**src/rtl/tick_stopwatch_if.sv**
```systemverilog
// Result-side bus of tick_stopwatch: captured count, statistics and the
// valid/ack handshake toward the register bus.
interface tick_stopwatch_if #(
  parameter int W  = 32,
  parameter int NW = 16
);
  logic          ack;
  logic [W-1:0]  result;
  logic          result_sat;
  logic          result_valid;
  logic          overrun;
  logic [W-1:0]  min_result;
  logic [W-1:0]  max_result;
  logic [NW-1:0] n_meas;

  modport master (
    input  ack,
    output result, result_sat, result_valid, overrun,
    output min_result, max_result, n_meas
  );

  modport slave (
    output ack,
    input  result, result_sat, result_valid, overrun,
    input  min_result, max_result, n_meas
  );
endinterface

```
**src/rtl/tick_stopwatch.sv**
```systemverilog
// Counts timer_tick pulses between start and stop, captures the count and
// keeps min/max/number-of-measurement statistics behind a valid/ack handshake.
module tick_stopwatch #(
  parameter int W  = 32,
  parameter int NW = 16
) (
  input  logic         clk,
  input  logic         rstn,
  input  logic         start,
  input  logic         stop,
  input  logic         timer_tick,
  input  logic         clear,
  output logic         busy,
  output logic [W-1:0] elapsed,
  tick_stopwatch_if.master bus
);

  typedef enum logic {IDLE, RUN} state_t;

  localparam logic [W-1:0]  CNT_ONE = {{(W-1){1'b0}}, 1'b1};
  localparam logic [NW-1:0] N_ONE   = {{(NW-1){1'b0}}, 1'b1};

  // Returns {blocked, value}; blocked flags an increment lost to saturation.
  function automatic logic [W:0] sat_inc(input logic [W-1:0] v, input logic inc);
    if (!inc)
      return {1'b0, v};
    else if (&v)
      return {1'b1, v};
    else
      return {1'b0, v + CNT_ONE};
  endfunction

  state_t       state;
  logic         sat;
  logic [W:0]   inc_res;
  logic [W-1:0] cnt_nxt;
  logic         blk;
  logic         capture;
  logic         sat_nxt;

  always_comb begin
    inc_res = sat_inc(elapsed, timer_tick);
    cnt_nxt = inc_res[W-1:0];
    blk     = inc_res[W];
    sat_nxt = sat | blk;
    capture = (state == RUN) && stop;
  end

  always_ff @(posedge clk or negedge rstn) begin
    if (!rstn) begin
      state            <= IDLE;
      busy             <= 1'b0;
      elapsed          <= '0;
      sat              <= 1'b0;
      bus.result       <= '0;
      bus.result_sat   <= 1'b0;
      bus.result_valid <= 1'b0;
      bus.overrun      <= 1'b0;
      bus.min_result   <= '1;
      bus.max_result   <= '0;
      bus.n_meas       <= '0;
    end else if (clear) begin
      state            <= IDLE;
      busy             <= 1'b0;
      elapsed          <= '0;
      sat              <= 1'b0;
      bus.result       <= '0;
      bus.result_sat   <= 1'b0;
      bus.result_valid <= 1'b0;
      bus.overrun      <= 1'b0;
      bus.min_result   <= '1;
      bus.max_result   <= '0;
      bus.n_meas       <= '0;
    end else begin
      case (state)
        IDLE: begin
          if (start) begin
            state   <= RUN;
            busy    <= 1'b1;
            elapsed <= '0;
            sat     <= 1'b0;
          end
        end
        RUN: begin
          // A start (with or without stop) re-arms the count and stays in RUN.
          if (start) begin
            elapsed <= '0;
            sat     <= 1'b0;
          end else begin
            elapsed <= cnt_nxt;
            sat     <= sat_nxt;
            if (stop) begin
              state <= IDLE;
              busy  <= 1'b0;
            end
          end
        end
        default: begin
          state <= IDLE;
          busy  <= 1'b0;
        end
      endcase

      // Capture takes precedence over a same-cycle ack.
      if (capture) begin
        bus.result       <= cnt_nxt;
        bus.result_sat   <= sat_nxt;
        bus.result_valid <= 1'b1;
        if (bus.result_valid && !bus.ack)
          bus.overrun <= 1'b1;
        if (cnt_nxt < bus.min_result)
          bus.min_result <= cnt_nxt;
        if (cnt_nxt > bus.max_result)
          bus.max_result <= cnt_nxt;
        if (!(&bus.n_meas))
          bus.n_meas <= bus.n_meas + N_ONE;
      end else if (bus.ack) begin
        bus.result_valid <= 1'b0;
      end
    end
  end

endmodule

```
**src/flat_wrapper.sv**
```systemverilog
// flat-port wrapper written by rule: the top's interface ports become plain ports
module tick_stopwatch_flat 
#(
  parameter int W  = 32,
  parameter int NW = 16
)
  (clk, rstn, start, stop, timer_tick, clear, busy, elapsed, bus_ack, bus_result, bus_result_sat, bus_result_valid, bus_overrun, bus_min_result, bus_max_result, bus_n_meas);
  tick_stopwatch_if #(.W(W), .NW(NW)) bus_i ();
  input  logic clk;
  input  logic rstn;
  input  logic start;
  input  logic stop;
  input  logic timer_tick;
  input  logic clear;
  output logic busy;
  output logic [W-1:0] elapsed;
  input wire logic [$bits(bus_i.ack)-1:0] bus_ack;
  output wire logic [$bits(bus_i.result)-1:0] bus_result;
  output wire logic [$bits(bus_i.result_sat)-1:0] bus_result_sat;
  output wire logic [$bits(bus_i.result_valid)-1:0] bus_result_valid;
  output wire logic [$bits(bus_i.overrun)-1:0] bus_overrun;
  output wire logic [$bits(bus_i.min_result)-1:0] bus_min_result;
  output wire logic [$bits(bus_i.max_result)-1:0] bus_max_result;
  output wire logic [$bits(bus_i.n_meas)-1:0] bus_n_meas;
  assign bus_i.ack = bus_ack;
  assign bus_result = bus_i.result;
  assign bus_result_sat = bus_i.result_sat;
  assign bus_result_valid = bus_i.result_valid;
  assign bus_overrun = bus_i.overrun;
  assign bus_min_result = bus_i.min_result;
  assign bus_max_result = bus_i.max_result;
  assign bus_n_meas = bus_i.n_meas;
  tick_stopwatch #(.W(W), .NW(NW)) u_core (.clk(clk), .rstn(rstn), .start(start), .stop(stop), .timer_tick(timer_tick), .clear(clear), .busy(busy), .elapsed(elapsed), .bus(bus_i));
endmodule
```
**config.mk**
```make
export PLATFORM = sky130hd
export DESIGN_NAME = tick_stopwatch_flat
export DESIGN_NICKNAME = d
export VERILOG_FILES = /design/src/rtl/tick_stopwatch_if.sv /design/src/rtl/tick_stopwatch.sv /design/src/flat_wrapper.sv
export SDC_FILE = /design/constraint.sdc
export NUM_CORES = 1
export LEC_CHECK = 0
export CAP_MARGIN = 40
export CORE_UTILIZATION = 49
export DETAILED_ROUTE_END_ITERATION = 10
export PLACE_DENSITY = 0.83
export RECOVER_POWER = 100
export SYNTH_ARGS = -nofsm -noshare
export SYNTH_HDL_FRONTEND = slang
export SYNTH_SLANG_ARGS = --single-unit
```
**constraint.sdc**
```tcl
create_clock -name clk -period 5.8 [get_ports clk]
set_input_delay 0.58 -clock clk [delete_from_list [all_inputs] [get_ports clk]]
set_output_delay 0.58 -clock clk [all_outputs]
set_load 0.01 [all_outputs]
```
Word-level counts from Yosys, hierarchy flattened
Index checks and enable logic that the tools add are counted.

operators by class
  $lt $le $gt $ge = 2
  bitwise logic cells = 2
  equality and inequality tests = 4
  $add $sub $neg = 2
  multiplexer cells = 39
  reductions and logical operators = 15

operators by type and width
  cell                   number
  $mux 32                11
  $mux 33                2
  $pmux 32 s2            1
  $mux 16                3
  $add 32x1->32 const B  1
  $gt 32x32->1           1
  $lt 32x32->1           1
  $reduce_and 32->1      1
  $mux 1                 19
  $add 16x1->16 const B  1
  $reduce_and 16->1      1
  $ne 3x3->1 const B     3
  $reduce_and 2->1       4
  $reduce_bool 2->1      4
  $pmux 1 s2             3
  $reduce_and 3->1       1
  $reduce_bool 3->1      1
  $logic_and 1x1->1      2
  $ne 2x2->1 const B     1
  $logic_not 1->1        1
  $not 1->1              1
  $or 1x1->1             1

storage, ports and cells
  input bits = 7
  bits in registers = 150
  logic and storage cells = 75
  output and inout port bits = 148

Logic depth before layout (Yosys ltp)
Gate-level depths: netlist of run 1.

  word-level depth = 7
  depth in mapped cells = 18
  mapped depth without buffers = 16

Worst setup path before layout of run 1
No wires, ideal clock.

  path type = register to register
  from = reg u_core.elapsed[4]
  to = reg u_core.bus.max_result[0]
  setup time = 0.094 ns
  cell stages (with the launch flop) = 18
  clock period less this slack = 4.122 ns
  path slack = 1.678 ns
  arrival time = 4.028 ns
  buffers on the path = 2
  path through = dfrtp_1 -> buf_2 -> and4_1 -> nand4_2 -> nor4_2 -> nor4_1 -> and3_1 -> xnor2_1 -> inv_1 -> ha_1 -> nand4_1 -> nor4_1 -> a31oi_1 -> and2_1 -> o21ai_1 -> nand2_1 -> clkbuf_1 -> a211oi_1

on the way
  cells in the longest elaborated chain, start to end = 6
  elaborated cells on any way between the ends = 10

ends and longest elaborated chain
  element                                                 line                                        source
  start, declared                                         tick_stopwatch.sv:14                        output logic [W-1:0] elapsed,
  start signal, assigned                                  tick_stopwatch.sv:90                        elapsed <= cnt_nxt;
  $add 32x1->32 or $reduce_and 32->1 (tied branches)      tick_stopwatch.sv:30, tick_stopwatch.sv:27
  $mux 33                                                 tick_stopwatch.sv:27                        else if (&v)
  $mux 33 *                                               tick_stopwatch.sv:25                        if (!inc)
  $gt 32x32->1 or $mux 32 (tied branches)                 tick_stopwatch.sv:113                       if (cnt_nxt > bus.max_result)
  $reduce_bool 2->1 (no line) or $mux 32 (tied branches)  n/a
  $reduce_and 2->1 (no line) or $mux 32 (tied branches)   n/a
  end signal, assigned                                    tick_stopwatch.sv:114                       bus.max_result <= cnt_nxt;
  end, declared                                           tick_stopwatch_if.sv:19                     output min_result, max_result, n_meas

Mark *: on every way between the ends. The rest lies on a longest branch, timed or not. The select of a mux whose other input is x is not followed.
A chain may end at the register's enable or synchronous reset.

Worst setup path in the final report of run 1
  from = reg u_core.elapsed[4]
  to = reg u_core.bus.min_result[15]

on the way
  cells in the longest elaborated chain, start to end = 6
  elaborated cells on any way between the ends = 10

ends and longest elaborated chain
  element                                                 line                                        source
  $add 32x1->32 or $reduce_and 32->1 (tied branches)      tick_stopwatch.sv:30, tick_stopwatch.sv:27
  $mux 33                                                 tick_stopwatch.sv:27
  $mux 33 *                                               tick_stopwatch.sv:25
  $lt 32x32->1 or $mux 32 (tied branches)                 tick_stopwatch.sv:111                       if (cnt_nxt < bus.min_result)
  $reduce_bool 2->1 (no line) or $mux 32 (tied branches)  n/a
  $reduce_and 2->1 (no line) or $mux 32 (tied branches)   n/a
  end signal, assigned                                    tick_stopwatch.sv:112                       bus.min_result <= cnt_nxt;
  end, declared                                           tick_stopwatch_if.sv:19

Marks and branches as above.

==> results of run 1 <==
-- kinds of logic after synthesis --
group	count (synthesis)	synth area share
and+or+nand+nor	331	0.188
muxes	11	0.0126
adders and majority gates	65	0.0933
AOI/OAI and AO/OA	210	0.161
xor gates and xnor gates	50	0.0502
DFF	150	0.435
buffers and inverters	137	0.0604
-- power breakdown --
group          internal, mW  total [mW]  switching [mW]
logic                 0.178       0.424           0.246
clock network         0.768        1.22           0.453
registers              1.11        1.16          0.0490
total                  2.06        2.81           0.748
-- layout by cell type, fill, tap and decap left out, types with 4 or more instances in the layout --
cell | synthesis | routed
dlygate4sd3_1 | 0 | 150
dfrtp_1 | 118 | 118
nor2_1 | 106 | 106
inv_1 | 89 | 89
ha_1 | 65 | 65
nor3_1 | 62 | 62
nand2_1 | 52 | 53
a21oi_1 | 53 | 53
o21ai_0 | 48 | 49
a211oi_1 | 48 | 48
buf_4 | 0 | 33
dfstp_2 | 32 | 32
nand3_1 | 31 | 31
xnor2_1 | 31 | 31
xor2_1 | 19 | 19
nand4_1 | 17 | 18
clkbuf_16 | 0 | 17
and3_1 | 15 | 15
a41oi_1 | 14 | 14
mux2i_1 | 11 | 11
and4_1 | 10 | 10
clkbuf_1 | 39 | 8
nor4_1 | 6 | 7
and2_1 | 8 | 6
or3_1 | 6 | 6
o211a_1 | 6 | 6
a22o_1 | 6 | 6
o21a_1 | 5 | 5
a31oi_1 | 4 | 4
a21o_1 | 4 | 4
clkinvlp_4 | 0 | 4
clkbuf_8 | 0 | 4
bufinv_16 | 0 | 4
-- flip-flops by register name, indices dropped and copies added (netlist names) --
signal                   cells
u_core.elapsed              32
u_core.bus.max_result       32
u_core.bus.result           32
u_core.bus.overrun           1
u_core.bus.min_result       32
u_core.bus.n_meas           16
u_core.bus.result_valid      1
u_core.state                 1
u_core.busy                  1
u_core.sat                   1
u_core.bus.result_sat        1
-- final cells by class --
type                    instances  area, sq um  area share
flip-flops and latches        150         3790       0.336
inverters                      89          334      0.0296
clock buffers                  22          484      0.0428
repair buffers                199         1870       0.165
well taps                     225          282      0.0249
clock inverters                10          168      0.0148
multi-input cells             667         4370       0.387
-- tightest hold or removal path, stage by stage (launching register included) --
cell and delay, ns:
dfrtp_1 0.34, a21oi_1 0.05, nor2_1 0.08
-- routing by layer --
| layer | vias up | GRT usage |
|---|---|---|
| met5 | - | 0 |
| met4 | 0 | 0.129 |
| met3 | 60 | 0.0617 |
| met2 | 412 | 0.466 |
| met1 | 3979 | 0.441 |
| li1 | 3725 | - |
-- final timing paths --
path / start / endpoint / slack, ns / cells after the start
min in group asynchronous: rstn / u_core.bus.max_result[17] / 0.62 / 2
worst max-delay path: u_core.elapsed[4] / u_core.bus.min_result[15] / 0.70 / 15
worst max register to register: u_core.elapsed[4] / u_core.bus.min_result[15] / 0.70 / 15
worst min-delay path: u_core.sat / u_core.sat / 0.51 / 2
max in group asynchronous: rstn / u_core.bus.max_result[13] / 2.33 / 3
worst min register to register: u_core.sat / u_core.sat / 0.51 / 2
-- through the flow --
stage	power (mW)	hold slack (ns)	worst slack [ns]	instance area, sq um	std cells
finish	2.81	0.507	0.700	11300	1362
global route	2.90	0.550	0.231	11300	1362
CTS	2.84	0.506	0.987	11400	1362
detailed placement	1.62	0.397	0.672	10700	1329
global placement	1.61	0.483	0.747	10700	1324
floorplan	1.41	0.284	1.68	8720	954
-- timing repair --
item                       4_1_cts  5_1_grt
hold endpoints to repair         7        0
setup endpoints to repair        0        0
hold buffers                     1        0
==> metrics.md, run 1 <==
| Metric | Value |
|---|---|
| Status | finished, violations left |
| Failing checks | capacitance limit, slew limit |
| Routability cong. | 0.974 |
| DR pass1 iterations | 6 |
| Worst skew pair latency | 0.43 ns |
| Initial core utilization | 0.502 |
| Setup TNS Final | 0 ns |
| Worst-margin pin slew | 3.79 ns |
| Overflow after GRT | 0 |
| WL met3 | 2170 microns |
| Drt drc | 0 |
| WL met1 | 11700 microns |
| CP required | 6.15 ns |
| Crit path largest cell delay | 0.62 ns |
| Top post-synthesis cells by count | dfrtp_1 (118), nor2_1 (106), inv_1 (89) |
| Hold WC Path Type | reg2reg |
| Initial antenna violation count | 0 |
| Fin crit share | 0.879 |
| Final antenna-violating net count | 0 |
| Inserted Clock Buffers | 17 |
| Sequential fraction of the synthesis area | 0.435 |
| First-pass GRT wire length | 43100 microns |
| Yosys reg bits | 150 |
| Clock transition at the registers of the reported paths | 0.06 ns |
| Ys flop type | dfrtp_1 |
| Routed length per placed instance | 20.1 microns |
| Via count | 8176 |
| Area delta synth->final | 29.6% |
| Largest net degree at the start of global routing | 94 |
| Yosys top cell area share | 0.339 |
| Worst IR Drop VDD | 214 uV |
| WS Path Type | reg2reg |
| CTS H-tree lvls | 4 |
| Row Count | 48 |
| Arrival @ worst endpoint | 5.45 ns |
| Synthesized instance count | 954 |
| Post-DP HPWL | 19900 microns |
| Yosys warnings | 0 |
| Fill count | 1398 |
| Cell taking the most area after synthesis | dfrtp_1 |
| Number of synthesized flops with an enable pin | 0 |
| IO Pins | 155 |
| Drt first-iter violations | 881 |
| Drt total wl | 27400 microns |
| Peak Freq | 0.196 GHz |
| Die area | 18300 sq um |
| Max-slew violation count | 317 |
| Die height | 135 microns |
| Layout cells sized above 1 | 0.0959 |
| Synthesized area | 8720 sq um |
| FFs w/ async S/R, synth | 1.00 |
| Crit-path most repeated cell | nand4_1 |
| Count of cell types in the netlist | 55 |
| GR Util All Layers | 0.311 |
| Crit end category | register |
| Placeable Area | 17400 sq um |
| Slowest CP cell | nor4_1 |
| Final Util | 0.651 |
| Clock Path Buffers | 2 |
| Vias per cell | 6.00 |
| Minimum clock period | 5.10 ns |
| Number of global-route vias before repair | 7841 |
| Top post-synthesis cells by area | dfrtp_1 (34%), dfstp_2 (9.6%), ha_1 (9.3%) |
| I/O Buffers | 154 |
| Leak pwr | 5.48 nW |
| CTS Root Buffer Type | clkbuf_16 |
| Met2 WL post-DR | 12700 microns |
| Clock net sink count | 150 |
| Critical-path cell list | and4_1 > nand4_1 > nor4_1 > nor2_1 > nand4_1 > xor2_1 > inv_1 > ha_1 > nand2_1 > nor4_1 > nand4_1 > a221oi_2 > nor3_2 > nand2_1 > mux2i_1 |
| Max cap viols | 5 |
| PostCTS Resize Cnt | 0 |
| Slew headroom | -1.53 |
| Cell class contributing the biggest share of worst-path delay | simple AND/OR/NAND/NOR gates |
| CTS tree | yes |
| Ant. Diodes | 0 |
| Most frequent cell after synthesis | dfrtp_1 |
| Max layer used | met4 |
| Fin nets | 1196 |
| Buf+Inv Stages, Crit Path | 1 |
| Final setup violation count | 0 |
| Fin Clk Skew | 0.00858 ns |
| Count of final hold-check violations | 0 |
| Post-CTS Setup Inserts | 0 |
| Syn_area_per_cell | 9.14 sq um |
| Post-Synthesis Net Count | 1026 |
| RSZ-0062 raised after global routing | no |
| CP Max Fanout | 10 |
| Die W | 135 microns |
| Crit start category | register |
| Pwr dens | 248 nW/um^2 |
Power figures use the tool's default switching activity.
==> inputs of run 2 (changes only) <==
--- a/config.mk
+++ b/config.mk
@@ -6,6 +6,7 @@
 export NUM_CORES = 1
 export LEC_CHECK = 0
 export CAP_MARGIN = 40
+export CORE_ASPECT_RATIO = 0.7
 export CORE_UTILIZATION = 49
 export DETAILED_ROUTE_END_ITERATION = 10
 export PLACE_DENSITY = 0.83
@@ -13,3 +14,4 @@
 export SYNTH_ARGS = -nofsm -noshare
 export SYNTH_HDL_FRONTEND = slang
 export SYNTH_SLANG_ARGS = --single-unit
+export TNS_END_PERCENT = 1
==> run 2 against run 1 <==
The run still ends with capacitance limit, slew limit left. Critical path type unchanged. Core utilization is 0.064 points higher. Sequential share of layout area is 0.14 points higher. Largest power group is now registers. Final cell count is 0.51% higher. Setup slack worse by 0.15 ns. Critical path depth is 1 higher. Clock power is 11% lower. Largest cell class unchanged.
==> metrics.md, run 2 (same netlist as run 1, synthesis figures left out) <==
| Metric | Value |
|---|---|
| Status | finished, violations left |
| Failing checks | capacitance limit, slew limit |
| Post-CTS Setup Inserts | 0 |
| Clock transition at the registers of the reported paths | 0.07 ns |
| Setup TNS Final | 0 ns |
| Worst IR Drop VDD | 164 uV |
| Reg2reg end | u_core.bus.min_result[1] |
| IO Pins | 155 |
| End of the critical path | u_core.bus.min_result[1] |
| Area of the multi-input gates | 4390 sq um |
| Switch share | 0.303 |
| Via count | 8334 |
| Fin Clk Skew | 0.00835 ns |
| Worst reg-to-reg path cell count | 16 |
| Minimum clock period | 5.25 ns |
| Arrival @ worst endpoint | 5.59 ns |
| Area delta synth->final | 29.1% |
| Power share of the combinational group | 0.161 |
| Slew headroom | -1.88 |
| Final worst setup slack | 0.548 ns |
| Max cap viols | 2 |
| Initial antenna violation count | 0 |
| Max-slew violation count | 183 |
| Clock power frac | 0.405 |
| GR Util All Layers | 0.325 |
| Drt total wl | 28800 microns |
| Leak pwr | 5.45 nW |
| Final setup violation count | 0 |
| Worst skew pair latency | 0.44 ns |
| WS Path Type | reg2reg |
| Routed length per placed instance | 21.0 microns |
| Clock Path Buffers | 2 |
| Overflow after GRT | 0 |
| Crit end category | register |
| Crit start category | register |
| Die height | 114 microns |
| First-pass GRT wire length | 45200 microns |
| DR pass1 iterations | 5 |
| Fin nets | 1197 |
| CTS Root Buffer Type | clkbuf_16 |
| Pwr dens | 239 nW/um^2 |
| Fin crit share | 0.906 |
| Final Util | 0.652 |
| Ant. Diodes | 0 |
| Slowest CP cell | clkbuf_2 |
| RSZ-0062 raised after global routing | no |
| Count of final hold-check violations | 0 |
| Largest net degree at the start of global routing | 94 |
| Peak Freq | 0.190 GHz |
| CTS H-tree lvls | 4 |
| Layout cells sized above 1 | 0.0940 |
| Vias per cell | 6.09 |
| Initial core utilization | 0.505 |
| Hold WC Path Type | reg2reg |
| Inserted Clock Buffers | 17 |
| CP Max Fanout | 30 |
| Die W | 161 microns |
| Crit path largest cell delay | 0.61 ns |
| Most common cell after layout, fill and taps aside | dlygate4sd3_1 |
| Number of global-route vias before repair | 7970 |
| Row Count | 40 |
| Placeable Area | 17300 sq um |
| Worst r2r src | u_core.elapsed[4] |
| Beginning of the critical path | u_core.elapsed[4] |
| Worst-margin pin slew | 4.32 ns |
| R2R setup slack | 0.55 ns |
| CTS Hold Bufs | 0 |
| Most frequent cells in the layout | dlygate4sd3_1 (149), dfrtp_1 (118), nor2_1 (105), inv_1 (89), ha_1 (65) |
| Fill count | 1411 |
| PostCTS Resize Cnt | 0 |
| I/O Buffers | 154 |
| Die area | 18300 sq um |
| Pre-CTS setup slack | 0.799 ns |
| P_int | 1.87 mW |
| CP required | 6.14 ns |
| Drt first-iter violations | 913 |
| Sequential cell area | 3790 sq um |
| Clock net sink count | 150 |
| Final antenna-violating net count | 0 |
| Critical-path cell list | and4_1 > nand4_2 > nor4_2 > clkbuf_1 > nor4_1 > and3_1 > xnor2_1 > inv_1 > ha_1 > o21ai_0 > a21oi_1 > o21a_1 > o21ai_2 > clkbuf_2 > a211oi_1 > a41oi_1 |
| Post-DP HPWL | 20800 microns |
| Drt drc | 0 |
| CTS tree | yes |
| Sequential Power Share | 0.434 |
| Routability cong. | 0.971 |
| Switching power total | 0.812 mW |
-- run 2: cell types whose count changed in the layout (fill, tap and decap cells not counted), sizes merged --
| cell | delta |
|---|---|
| buf | -5 |
| clkbuf | +2 |
| inv | +7 |
| dlygate4sd3 | -1 |
| clkinv | +2 |
| bufinv | -4 |
| clkinvlp | -1 |
| clkdlybuf4s25 | +1 |
-- run 2: worst max-delay path, delay by kind of cell (launching register included) --
| kind | cells | cell delay (ns) |
|---|---|---|
| AND/OR/NAND/NOR | 5 | 1.37 |
| AO/OA/AOI/OAI | 6 | 1.45 |
| buffers and inverters | 3 | 1.01 |
| XOR/XNOR | 1 | 0.47 |
| flip-flops | 1 | 0.52 |
| adder cells (fa/ha/maj) | 1 | 0.32 |
-- run 2: stage by stage --
stage,instances,area (sq um),power (mW),hold WS (ns)
global placement,1334,10700,1.61,0.484
detailed placement,1337,10800,1.63,0.498
finish,1369,11300,2.69,0.535
floorplan,954,8720,1.41,0.284
CTS,1369,11300,2.71,0.260
global route,1369,11300,2.78,0.549
-- run 2: power groups by stage --
stage | clock (mW) | sequential [mW] | combinational (mW)
floorplan | 0 | 1.19 | 0.219
global placement | 0 | 1.18 | 0.432
detailed placement | 0 | 1.18 | 0.448
CTS | 1.09 | 1.16 | 0.452
global route | 1.13 | 1.17 | 0.477
finish | 1.09 | 1.16 | 0.433
-- run 2: area by class of cell --
type	instances	share of cell area
multi-input cells	667	0.390
flip-flops and latches	150	0.337
repair buffers	200	0.166
clock buffers	18	0.0390
inverters	89	0.0297
well taps	231	0.0257
clock inverters	14	0.0119
-- run 2: how the worst min path moves through the flow --
stage / startpoint / endpoint / slack, ns / depth (start not counted)
floorplan: rstn / u_core.bus.max_result[0] / 0.28 / 0
global placement: u_core.sat / u_core.sat / 0.48 / 2
detailed placement: u_core.sat / u_core.sat / 0.50 / 2
CTS: rstn / u_core.bus.max_result[10] / 0.26 / 1
global route: u_core.bus.result[3] / u_core.bus.result[3] / 0.55 / 2
finish: u_core.bus.min_result[24] / u_core.bus.min_result[24] / 0.53 / 2
-- run 2: metal layers --
metal | global-route usage | vias up | share of wire
met4 | 0.0780 | 0 | 0.0099
li1 | - | 3742 | -
met5 | 0 | - | 0
met1 | 0.466 | 4064 | 0.43
met3 | 0.125 | 31 | 0.14
met2 | 0.458 | 497 | 0.42
==> inputs of run 3 (changes only) <==
--- a/config.mk
+++ b/config.mk
@@ -8,9 +8,12 @@
 export CAP_MARGIN = 40
 export CORE_ASPECT_RATIO = 0.7
 export CORE_UTILIZATION = 49
+export CTS_BUF_LIST = sky130_fd_sc_hd__clkbuf_16
+export CTS_CLUSTER_DIAMETER = 30
 export DETAILED_ROUTE_END_ITERATION = 10
 export PLACE_DENSITY = 0.83
 export RECOVER_POWER = 100
+export REMOVE_ABC_BUFFERS = 1
 export SYNTH_ARGS = -nofsm -noshare
 export SYNTH_HDL_FRONTEND = slang
 export SYNTH_SLANG_ARGS = --single-unit
==> run 3 against run 2 <==
The run still ends with capacitance limit, slew limit left. Final cell count fell by 1.5%. Fmax fell by 1.7%. Sequential share of layout area is 0.24 points higher. Combinational power barely moved. First-iteration DRC count down 32%. Worst hold slack got worse by 0.032 ns. Global-route usage fell by 2.2 points. Non-clock buffer count shrank 20. Total power increased by 4.4%. Clock skew rose by 0.00080 ns. Sequential power about the same. Design area decreased by 0.70%.
==> metrics.md, run 3 (same netlist as run 1, synthesis figures left out) <==
| Metric | Value |
|---|---|
| Crit start category | register |
| Fin crit share | 0.921 |
| Worst Hold Depth | 2 |
| Final setup violation count | 0 |
| PostCTS Resize Cnt | 0 |
| Clock power frac | 0.431 |
| Arrival @ worst endpoint | 5.67 ns |
| WHS Endpoint | u_core.sat |
| Most common cell after layout, fill and taps aside | dlygate4sd3_1 |
| R2R setup slack | 0.46 ns |
| Row Count | 40 |
| IO Pins | 155 |
| Overflow after GRT | 0 |
| Via count | 7969 |
| Clock net sink count | 150 |
| Layout cells sized above 1 | 0.0814 |
| CP Max Fanout | 18 |
| Ant. Diodes | 0 |
| Inserted Clock Buffers | 17 |
| Worst r2r src | u_core.elapsed[24] |
| Die height | 114 microns |
| Setup TNS Final | 0 ns |
| RSZ-0062 raised after global routing | no |
| Fin Clk Skew | 0.00915 ns |
| DR pass1 iterations | 5 |
| Slew headroom | -2.02 |
| Final antenna-violating net count | 0 |
| Largest net degree at the start of global routing | 84 |
| CTS H-tree lvls | 4 |
| Pwr dens | 251 nW/um^2 |
| Worst IR Drop VDD | 213 uV |
| Max-slew violation count | 138 |
| Worst skew pair latency | 0.43 ns |
| Minimum clock period | 5.34 ns |
| Die area | 18300 sq um |
| Reg2reg end | u_core.bus.max_result[18] |
| Max cap viols | 2 |
| P_int | 2.05 mW |
| I/O Buffers | 154 |
| Initial antenna violation count | 0 |
| Post-CTS Setup Inserts | 0 |
| Failing checks | capacitance limit, slew limit |
| Most frequent cells in the layout | dlygate4sd3_1 (149), dfrtp_1 (118), nor2_1 (105), inv_1 (90), ha_1 (65) |
| Die W | 161 microns |
| Post-DP HPWL | 18900 microns |
| Switching power total | 0.759 mW |
| Placeable Area | 17300 sq um |
| GR Util All Layers | 0.303 |
| Final Util | 0.647 |
| Drt total wl | 26700 microns |
| Power share of the combinational group | 0.155 |
| CTS Hold Bufs | 0 |
| Drt first-iter violations | 619 |
| Clock transition at the registers of the reported paths | 0.06 ns |
| WS Path Type | reg2reg |
| CTS Root Buffer Type | clkbuf_16 |
| Area delta synth->final | 28.2% |
| Routed length per placed instance | 19.8 microns |
| Fin nets | 1177 |
| CTS tree | yes |
| Hold Crit Start | u_core.sat |
| Count of final hold-check violations | 0 |
| Crit end category | register |
| Hold WC Path Type | reg2reg |
| Leak pwr | 5.38 nW |
| Initial core utilization | 0.505 |
| Worst-margin pin slew | 4.53 ns |
| Worst reg-to-reg path cell count | 16 |
| Switch share | 0.271 |
| CP required | 6.13 ns |
| Status | finished, violations left |
| Drt drc | 0 |
| Clock Path Buffers | 2 |
| Vias per cell | 5.91 |
| Peak Freq | 0.187 GHz |
| Routability cong. | 0.938 |
| First-pass GRT wire length | 42700 microns |
| Sequential Power Share | 0.414 |
| Number of global-route vias before repair | 7658 |
[run 3: changes by cell type in the layout (fill, tap and decap cells not counted), moves of 3 or more]
cell | before | now
bufinv_16 | 0 | 5
clkinvlp_4 | 3 | 6
buf_4 | 28 | 15
inv_8 | 3 | 0
inv_6 | 5 | 0
clkbuf_1 | 13 | 7
[run 3: cell type report]
type / instances / area, sq um
Clock buffer: 17 / 425
Clock inverter: 15 / 211
Fill cell: 1429 / 6090
Inverter: 89 / 334
Multi-Input combinational cell: 667 / 4390
Sequential cell: 150 / 3790
Tap cell: 231 / 289
Timing Repair Buffer: 180 / 1730
[run 3: through the flow]
step	total power [mW]	cell area [sq um]	setup WS [ns]	hold slack (ns)	std cells
after floorplan	1.39	8520	0.908	0.284	906
after global placement	1.61	10600	0.607	0.478	1313
after detailed placement	1.63	10600	0.554	0.492	1317
after CTS	2.83	11300	0.504	0.224	1349
after global routing	2.91	11200	0.0901	0.526	1349
final	2.80	11200	0.460	0.503	1349
[run 3: how the worst max path moves through the flow]
stage | slack (ns) | cells after the start | start | endpoint
2_1_floorplan | 0.91 | 14 | u_core.elapsed[24] | u_core.bus.min_result[12]
3_3_place_gp | 0.61 | 16 | u_core.elapsed[24] | u_core.bus.max_result[25]
3_5_place_dp | 0.55 | 16 | u_core.elapsed[24] | u_core.bus.max_result[18]
4_1_cts | 0.50 | 16 | u_core.elapsed[4] | u_core.bus.max_result[18]
5_1_grt | 0.09 | 15 | u_core.elapsed[4] | u_core.bus.max_result[18]
6_report | 0.46 | 16 | u_core.elapsed[24] | u_core.bus.max_result[18]
[run 3: power by group through the flow]
stage                     registers [mW]  clock network (mW)  logic, mW
after floorplan                     1.19                   0      0.201
after global placement              1.18                   0      0.434
after detailed placement            1.18                   0      0.451
after CTS                           1.16                1.21      0.457
after global routing                1.17                1.27      0.479
final                               1.16                1.21      0.434
[run 3: critical path, cell delays in order (launching register included)]
cell      delay (ns)
dfrtp_1         0.49
nand3_2         0.17
or3_4           0.45
nor4_2          0.57
clkbuf_1        0.24
nor3_1          0.08
xnor2_1         0.47
inv_1           0.14
ha_1            0.33
nand3_1         0.07
nor3_1          0.52
o21ai_0         0.18
a21oi_1         0.32
o21a_1          0.50
buf_4           0.36
nor3_1          0.07
a211oi_1        0.26
[run 3: routing by layer]
| layer | track usage | up-vias | part of all wire |
|---|---|---|---|
| li1 | - | 3690 | - |
| met1 | 0.419 | 3874 | 0.44 |
| met2 | 0.471 | 362 | 0.45 |
| met3 | 0.0738 | 43 | 0.094 |
| met4 | 0.0937 | 0 | 0.016 |
| met5 | 0 | - | 0 |
